File: config.mk
export PLATFORM = sky130hd
export DESIGN_NAME = fetch_unit
export DESIGN_NICKNAME = d
export VERILOG_FILES = /design/src/rtl/riscv_pkg.sv /design/src/rtl/if_id_reg.sv /design/src/rtl/fetch_unit.sv
export SDC_FILE = /design/constraint.sdc
export NUM_CORES = 1
export LEC_CHECK = 0
export CORE_MARGIN = 5
export CORE_UTILIZATION = 45
export CTS_CLUSTER_DIAMETER = 80
export DETAILED_ROUTE_END_ITERATION = 12
export PLACE_DENSITY = 0.71
export RECOVER_POWER = 100
export SKIP_CTS_REPAIR_TIMING = 1
export SYNTH_ARGS = -nofsm -noshare
export SYNTH_HDL_FRONTEND = slang
export SYNTH_HIERARCHICAL = 1
export SYNTH_SLANG_ARGS = --single-unit
export TNS_END_PERCENT = 30
File: constraint.sdc
create_clock -name clk -period 10.1 [get_ports clk]
set_input_delay 1.01 -clock clk [delete_from_list [all_inputs] [get_ports clk]]
set_output_delay 1.01 -clock clk [all_outputs]
set_load 0.05 [all_outputs]
File: src/rtl/riscv_pkg.sv
// Shared RV32 front-end definitions: reset PC, NOP encoding, fetch FSM states,
// base opcodes and the word-alignment helper used by the fetch path.
package riscv_pkg;

  localparam logic [31:0] RESET_PC_DEFAULT = 32'h0000_0000;
  localparam logic [31:0] NOP_INSTR        = 32'h0000_0013;  // addi x0, x0, 0
  localparam logic [31:0] PC_STEP          = 32'd4;

  typedef enum logic [1:0] {
    FS_FETCH = 2'd0,
    FS_HOLD  = 2'd1,
    FS_DRAIN = 2'd2
  } fetch_state_e;

  localparam logic [6:0] OPC_LUI    = 7'b0110111;
  localparam logic [6:0] OPC_AUIPC  = 7'b0010111;
  localparam logic [6:0] OPC_JAL    = 7'b1101111;
  localparam logic [6:0] OPC_JALR   = 7'b1100111;
  localparam logic [6:0] OPC_BRANCH = 7'b1100011;
  localparam logic [6:0] OPC_LOAD   = 7'b0000011;
  localparam logic [6:0] OPC_STORE  = 7'b0100011;
  localparam logic [6:0] OPC_OP_IMM = 7'b0010011;
  localparam logic [6:0] OPC_OP     = 7'b0110011;

  typedef struct packed {
    logic [31:0] instr;
    logic [31:0] pc;
  } fetch_entry_t;

  function automatic logic [31:0] word_align(input logic [31:0] addr);
    return addr & 32'hFFFF_FFFC;
  endfunction

endpackage

File: src/rtl/if_id_reg.sv
// IF/ID output-stage register: load a fetched entry, flush to a NOP bubble,
// or retire the current entry once downstream has taken it.
module if_id_reg
  import riscv_pkg::*;
(
  input  logic         clk,
  input  logic         rst,
  input  logic         i_load,
  input  logic         i_flush,
  input  logic         i_consume,
  input  fetch_entry_t i_entry,
  output logic         o_valid,
  output logic [31:0]  o_instr,
  output logic [31:0]  o_pc,
  output logic [31:0]  o_pc_plus4
);

  // Flush beats load: a redirect must never let a wrong-path word through.
  always_ff @(posedge clk) begin
    if (rst) begin
      o_valid    <= 1'b0;
      o_instr    <= NOP_INSTR;
      o_pc       <= '0;
      o_pc_plus4 <= '0;
    end else if (i_flush) begin
      o_valid <= 1'b0;
      o_instr <= NOP_INSTR;
    end else if (i_load) begin
      o_valid    <= 1'b1;
      o_instr    <= i_entry.instr;
      o_pc       <= i_entry.pc;
      o_pc_plus4 <= i_entry.pc + PC_STEP;
    end else if (i_consume) begin
      o_valid <= 1'b0;
    end
  end

endmodule

File: src/rtl/fetch_unit.sv
// Instruction fetch: single-outstanding memory request, one-entry skid buffer
// for downstream stalls, and a drain state so redirects never tear a request.
module fetch_unit
  import riscv_pkg::*;
#(
  parameter logic [31:0] RESET_PC = RESET_PC_DEFAULT
)(
  input  logic        clk,
  input  logic        rst,
  input  logic        stall,
  input  logic        redirect,
  input  logic [31:0] redirect_target,
  output logic        imem_req,
  output logic [31:0] imem_addr,
  input  logic        imem_valid,
  input  logic [31:0] imem_rdata,
  output logic        valid_out,
  output logic [31:0] instr_out,
  output logic [6:0]  opcode_out,
  output logic [31:0] pc_out,
  output logic [31:0] pc_plus4_out
);

  fetch_state_e r_state;
  logic [31:0]  r_pc;
  logic [31:0]  r_target;
  logic         r_skid_valid;
  fetch_entry_t r_skid;

  logic [31:0]  w_target;
  logic         w_can_load;
  logic         w_load;
  logic         w_flush;
  logic         w_consume;
  fetch_entry_t w_load_entry;
  fetch_entry_t w_rsp_entry;

  assign w_target    = word_align(redirect_target);
  assign w_can_load  = !valid_out || !stall;
  assign w_rsp_entry = '{instr: imem_rdata, pc: r_pc};

  // Request drops in the same cycle rst rises so the memory abandons it at once.
  assign imem_req   = !rst && (r_state != FS_HOLD);
  assign imem_addr  = r_pc;
  assign opcode_out = instr_out[6:0];

  always_comb begin
    w_flush      = redirect;
    w_load       = 1'b0;
    w_consume    = 1'b0;
    w_load_entry = w_rsp_entry;
    if (!redirect) begin
      case (r_state)
        FS_FETCH: begin
          if (imem_valid && w_can_load) w_load = 1'b1;
          else if (valid_out && !stall) w_consume = 1'b1;
        end
        FS_HOLD: begin
          if (!stall && r_skid_valid) begin
            w_load       = 1'b1;
            w_load_entry = r_skid;
          end
        end
        default: begin
          if (valid_out && !stall) w_consume = 1'b1;
        end
      endcase
    end
  end

  always_ff @(posedge clk) begin
    if (rst) begin
      r_state      <= FS_FETCH;
      r_pc         <= word_align(RESET_PC);
      r_target     <= word_align(RESET_PC);
      r_skid_valid <= 1'b0;
      r_skid       <= '0;
    end else begin
      case (r_state)
        FS_FETCH: begin
          if (redirect) begin
            if (imem_valid) begin
              r_pc <= w_target;
            end else begin
              // Old address stays on the bus until memory answers it.
              r_target <= w_target;
              r_state  <= FS_DRAIN;
            end
          end else if (imem_valid) begin
            r_pc <= r_pc + PC_STEP;
            if (!w_can_load) begin
              r_skid       <= w_rsp_entry;
              r_skid_valid <= 1'b1;
              r_state      <= FS_HOLD;
            end
          end
        end
        FS_HOLD: begin
          if (redirect) begin
            r_pc         <= w_target;
            r_skid_valid <= 1'b0;
            r_state      <= FS_FETCH;
          end else if (!stall) begin
            r_skid_valid <= 1'b0;
            r_state      <= FS_FETCH;
          end
        end
        FS_DRAIN: begin
          if (imem_valid) begin
            r_pc    <= redirect ? w_target : r_target;
            r_state <= FS_FETCH;
          end else if (redirect) begin
            r_target <= w_target;
          end
        end
        default: r_state <= FS_FETCH;
      endcase
    end
  end

  if_id_reg u_if_id_reg (
    .clk        (clk),
    .rst        (rst),
    .i_load     (w_load),
    .i_flush    (w_flush),
    .i_consume  (w_consume),
    .i_entry    (w_load_entry),
    .o_valid    (valid_out),
    .o_instr    (instr_out),
    .o_pc       (pc_out),
    .o_pc_plus4 (pc_plus4_out)
  );

endmodule

### Word-level counts from Yosys, hierarchy flattened

Index checks and enable logic that the tools add are counted.

| cells by class | value |
|---|---|
| reductions and logical operators | 20 |
| equality and inequality tests | 15 |
| add/sub/neg operators | 2 |
| bitwise gates (word level) | 2 |
| mux-type cells | 38 |

Operators by type and width:

| operator | count |
|---|---|
| 2-to-1 mux 32 bit | 9 |
| 2-to-1 mux 64 bit | 3 |
| case mux 32 bit (3 select lines) | 1 |
| adder 32 x 3 -> 32 bit (second input constant) | 2 |
| case mux 32 bit (2 select lines) | 1 |
| != test 2 bit (second input constant) | 8 |
| 2-to-1 mux 2 bit | 7 |
| 2-to-1 mux 1 bit | 13 |
| != test 3 bit (second input constant) | 4 |
| AND reduction 4 bit | 3 |
| AND reduction 5 bit | 2 |
| case mux 1 bit (2 select lines) | 3 |
| case mux 2 bit (3 select lines) | 1 |
| nonzero test 2 bit | 3 |
| logical AND 1 bit | 4 |
| zero test 1 bit | 3 |
| nonzero test 3 bit | 1 |
| equality test 2 x 1 -> 1 bit (second input constant) | 1 |
| equality test 2 bit (second input constant) | 1 |
| zero test 2 bit | 1 |
| != test 2 x 1 -> 1 bit (second input constant) | 1 |
| NOT 1 bit | 2 |
| AND reduction 2 bit | 1 |
| OR reduction 2 bit | 1 |
| logical OR 1 bit | 1 |

| word-level totals | value |
|---|---|
| logic and storage cells | 87 |
| input bits | 69 |
| output and inout bits | 137 |
| register bits after elaboration | 228 |

### Depth between registers and ports, before layout

| depth | value |
|---|---|
| word-level depth | 8 |
| mapped depth | 13 |
| gate-level depth less buffers | 10 |

### By module

Netlist, hierarchy kept.

Modules (own cells, without submodules):

| module | cells an instance | area an instance (um^2) | seq. area each (um^2) | times used |
|---|---|---|---|---|
| fetch_unit | 894 | 6,899.1 | 2,622.5 | 1 |
| if_id_reg | 445 | 3,870.0 | 1,901.8 | 1 |

### Worst setup path after synthesis

No wires, ideal clock.

| timing path | value |
|---|---|
| kind | input -> register |
| start | input port redirect |
| end | register u_if_id_reg.o_pc_plus4[20] |
| arrival time | 3.625 ns |
| slack | 6.384 ns |
| data required time | 10.009 ns |
| buffers on the path | 2 |
| stages on the path | 10 |
| library setup time | 0.091 ns |
| cell sequence | nor2b_1 > and3_1 > clkbuf_1 > clkbuf_1 > nand2_1 > o21ai_0 > nand4_1 > or4_4 > or3_1 > a311oi_1 |

RTL lines:

| what | line | text |
|---|---|---|
| from (decl) | fetch_unit.sv:11 | `input logic redirect,` |
| to (signal assigned) | if_id_reg.sv:32 | `o_pc_plus4 <= i_entry.pc + PC_STEP;` |
| to (decl) | if_id_reg.sv:15 | `output logic [31:0] o_pc_plus4` |

==> metrics.yaml <==
fin_nets: 1545
hold_path_class: "register to register"
cp_max_fo: 110
grt_pass1_vias: 9810
cp-end-kind: "register"
rr_endpoint: "u_if_id_reg/o_pc_plus4[29]"
wire_per_inst_um: 17.8
timing.final.ws_setup_ns: 3.65
startpoint_type: "primary input"
grt_usage: 0.229
ys_seq_elements: 226
p_leak_nw: 4.98
hold_slack_ns: 0.449
worstPathRequired_ns: 10.50
synth_area_um2: 10800
reg2reg_from: "r_state[0]"
arrival_ns: 6.84
finalSetupViolations: 0
firstDrtPassIters: 5
tritoncts: "built"
combPwrFrac: 0.159
skew_ns: 0.00605
power_per_cell_area_nw_per_um2: 162
critPathKind: "primary input to register"
cts_made_buffers: 25
hold_depth: 2
dpl.hpwl_um: 21500
syn_inst: 1339
ir_worst_vdd_mv: 0.104
synth_area_per_cell_um2: 8.04
hold_path_end: "u_if_id_reg/o_pc[23]"
cpPeakStageDelay_ns: 2.83
max_slew_margin: -1.64
synthToLayoutAreaGrowth_pct: 26.4
worst-r2r-cell-count: 9
clockRootBuffer: "clkbuf_16"
p_int_mw: 1.57
synthArstFlopShare: 0
clock_latency_ns: 0.52
drive_above_1_share: 0.0726
io_pins: 206
globalplace.congestion: 0.864
synth_seq_area_share: 0.420
switching_share: 0.287
grt_setup_unrepaired: "false"
slew_violations: 261
start_util: 0.457
pre_cts_slack_ns: 5.04
synth_nets: 1414
power_frac_seq: 0.436
cts.clk_slew.worst_paths_ns: 0.06
violations: "max-capacitance violations, max-slew violations"
synthFlopType: "dfxtp_1"
die_width_um: 165
fmax_mhz: 155
worst_pin_slew_ns: 3.96
antenna_found_initial: 0
coreArea_um2: 23500
crit_chain: "buf_6, clkbuf_1, clkinv_1, o211a_1, nand2_1, or4_1, nand4b_1"
p_sw_mw: 0.633
grt_first_pass_wirelength_um: 50900
cts_sinks: 226
finalHoldViolations: 0
first_iter_violations: 679
maxCapViolCount: 5
rows: 56
drcViolationCount: 0
antenna_cells: 0
grt_overflow: 0
chipHeight_um: 165
fin_setup_tns_ns: 0
period_share: 0.638
ctsHtreeMaxLevel: 1
yosys_warnings: 6
grt_max_degree: 111
yosysUniqueCellTypes: 71
synth_edf_count: 0
period_needed_ns: 6.45
fp.dieArea_um2: 27100
route.final.wire_length_um: 32100
outcome: "complete, but fails checks"
power_frac_clock: 0.406
dr_total_vias: 10200
ant_nets: 0
drt-vias-per-instance: 5.63
final_util: 0.578
critPathSlowestCell: "clkbuf_1"
clockBufferDepth: 3
rrSetupSlack_ns: 5.68
min_from: "u_if_id_reg/o_pc[23]"
portBuffers: 203
power groups by stage:
stage	registers, mW	logic, mW	clock network (mW)
final	0.960	0.349	0.893
after detailed placement	0.981	0.359	0
after CTS	0.961	0.360	0.910
after global routing	0.964	0.375	0.953
after floorplan	1.04	0.162	0
after global placement	0.980	0.354	0
flip-flops by register name, summed over array words and instances, names as in the netlist:
| signal | cells |
|---|---|
| imem_addr | 32 |
| u_if_id_reg/o_pc | 32 |
| r_skid_valid | 1 |
| u_if_id_reg/o_valid | 1 |
| r_target | 32 |
| u_if_id_reg/o_instr | 32 |
| u_if_id_reg/o_pc_plus4 | 30 |
| r_skid | 64 |
| r_state | 2 |
Yosys cell counts, drive strengths merged, types with 7 or more instances:
master	count	area, um2
a31oi	8	50.1
xnor2	8	70.1
buf	26	156
nor2	79	297
o21ai	35	175
a21oi	181	906
o21a	8	60.1
dfxtp	226	4520
a221oi	9	78.8
mux2i	38	380
or3	8	55.1
nand3	23	115
a311oi	9	78.8
inv	14	52.6
and4	10	87.6
xor2	9	78.8
nor4	15	93.8
clkbuf	87	327
a22o	13	114
mux2	63	709
or4	7	57.6
nor3	24	125
nand4	24	171
nand2	307	1160
and3	13	87.6
a211oi	19	143
kinds of logic after synthesis:
kind of cell,after synthesis,share of synthesized area
AO/OA/AOI/OAI,321,0.180
XOR/XNOR,17,0.0138
adder cells (fa/ha/maj),6,0.00697
buffers and inverters,129,0.0504
flip-flops,226,0.420
multiplexers,101,0.101
AND/OR/NAND/NOR,539,0.228
critical path: cells and delay by family:
kind | cells | cell delay [ns]
AO/OA/AOI/OAI | 1 | 0.49
buffers and inverters | 3 | 4.95
AND/OR/NAND/NOR | 3 | 0.27
through the flow:
step | cell area (um2) | std cells | total power, mW
2_1_floorplan | 10800 | 1339 | 1.21
3_3_place_gp | 12900 | 1762 | 1.33
3_5_place_dp | 12900 | 1762 | 1.34
4_1_cts | 13700 | 1807 | 2.23
5_1_grt | 13600 | 1807 | 2.29
6_report | 13600 | 1807 | 2.20
how the worst max path moves through the flow:
stage                         from                         end  cells past startpoint
after CTS                 redirect  u_if_id_reg/o_pc_plus4[20]                     10
after global placement    redirect  u_if_id_reg/o_pc_plus4[20]                     11
final                          rst               imem_addr[31]                      7
after detailed placement  redirect  u_if_id_reg/o_pc_plus4[20]                     10
after floorplan           redirect  u_if_id_reg/o_pc_plus4[20]                     10
after global routing           rst               imem_addr[31]                      7
final cells by class:
class | instances | area [um2]
Clock buffer | 38 | 734
Tap cell | 319 | 399
Sequential cell | 226 | 4520
Timing Repair Buffer | 217 | 2120
Inverter | 16 | 60.1
Fill cell | 2221 | 9930
Clock inverter | 7 | 63.8
Multi-Input combinational cell | 984 | 5710
placed cells by master, fill, tap and decap left out, drive strengths merged, types with 35 or more instances in the layout:
master / synthesis / final
nand2: 307 / 307
dfxtp: 226 / 226
a21oi: 181 / 181
dlygate4sd3: 0 / 138
nor2: 79 / 79
clkdlybuf4s50: 0 / 64
mux2: 63 / 63
clkbuf: 87 / 42
mux2i: 38 / 38
o21ai: 35 / 35
routing by layer:
layer | part of all wire | wire, um | vias up | GRT usage
met5 | 0 | 0 | - | 0
met4 | 0.026 | 843 | 0 | 0.0681
met1 | 0.40 | 12800 | 4800 | 0.280
met2 | 0.49 | 15700 | 357 | 0.397
met3 | 0.086 | 2770 | 54 | 0.0616
li1 | - | - | 4966 | -
Power figures use the tool's default switching activity.
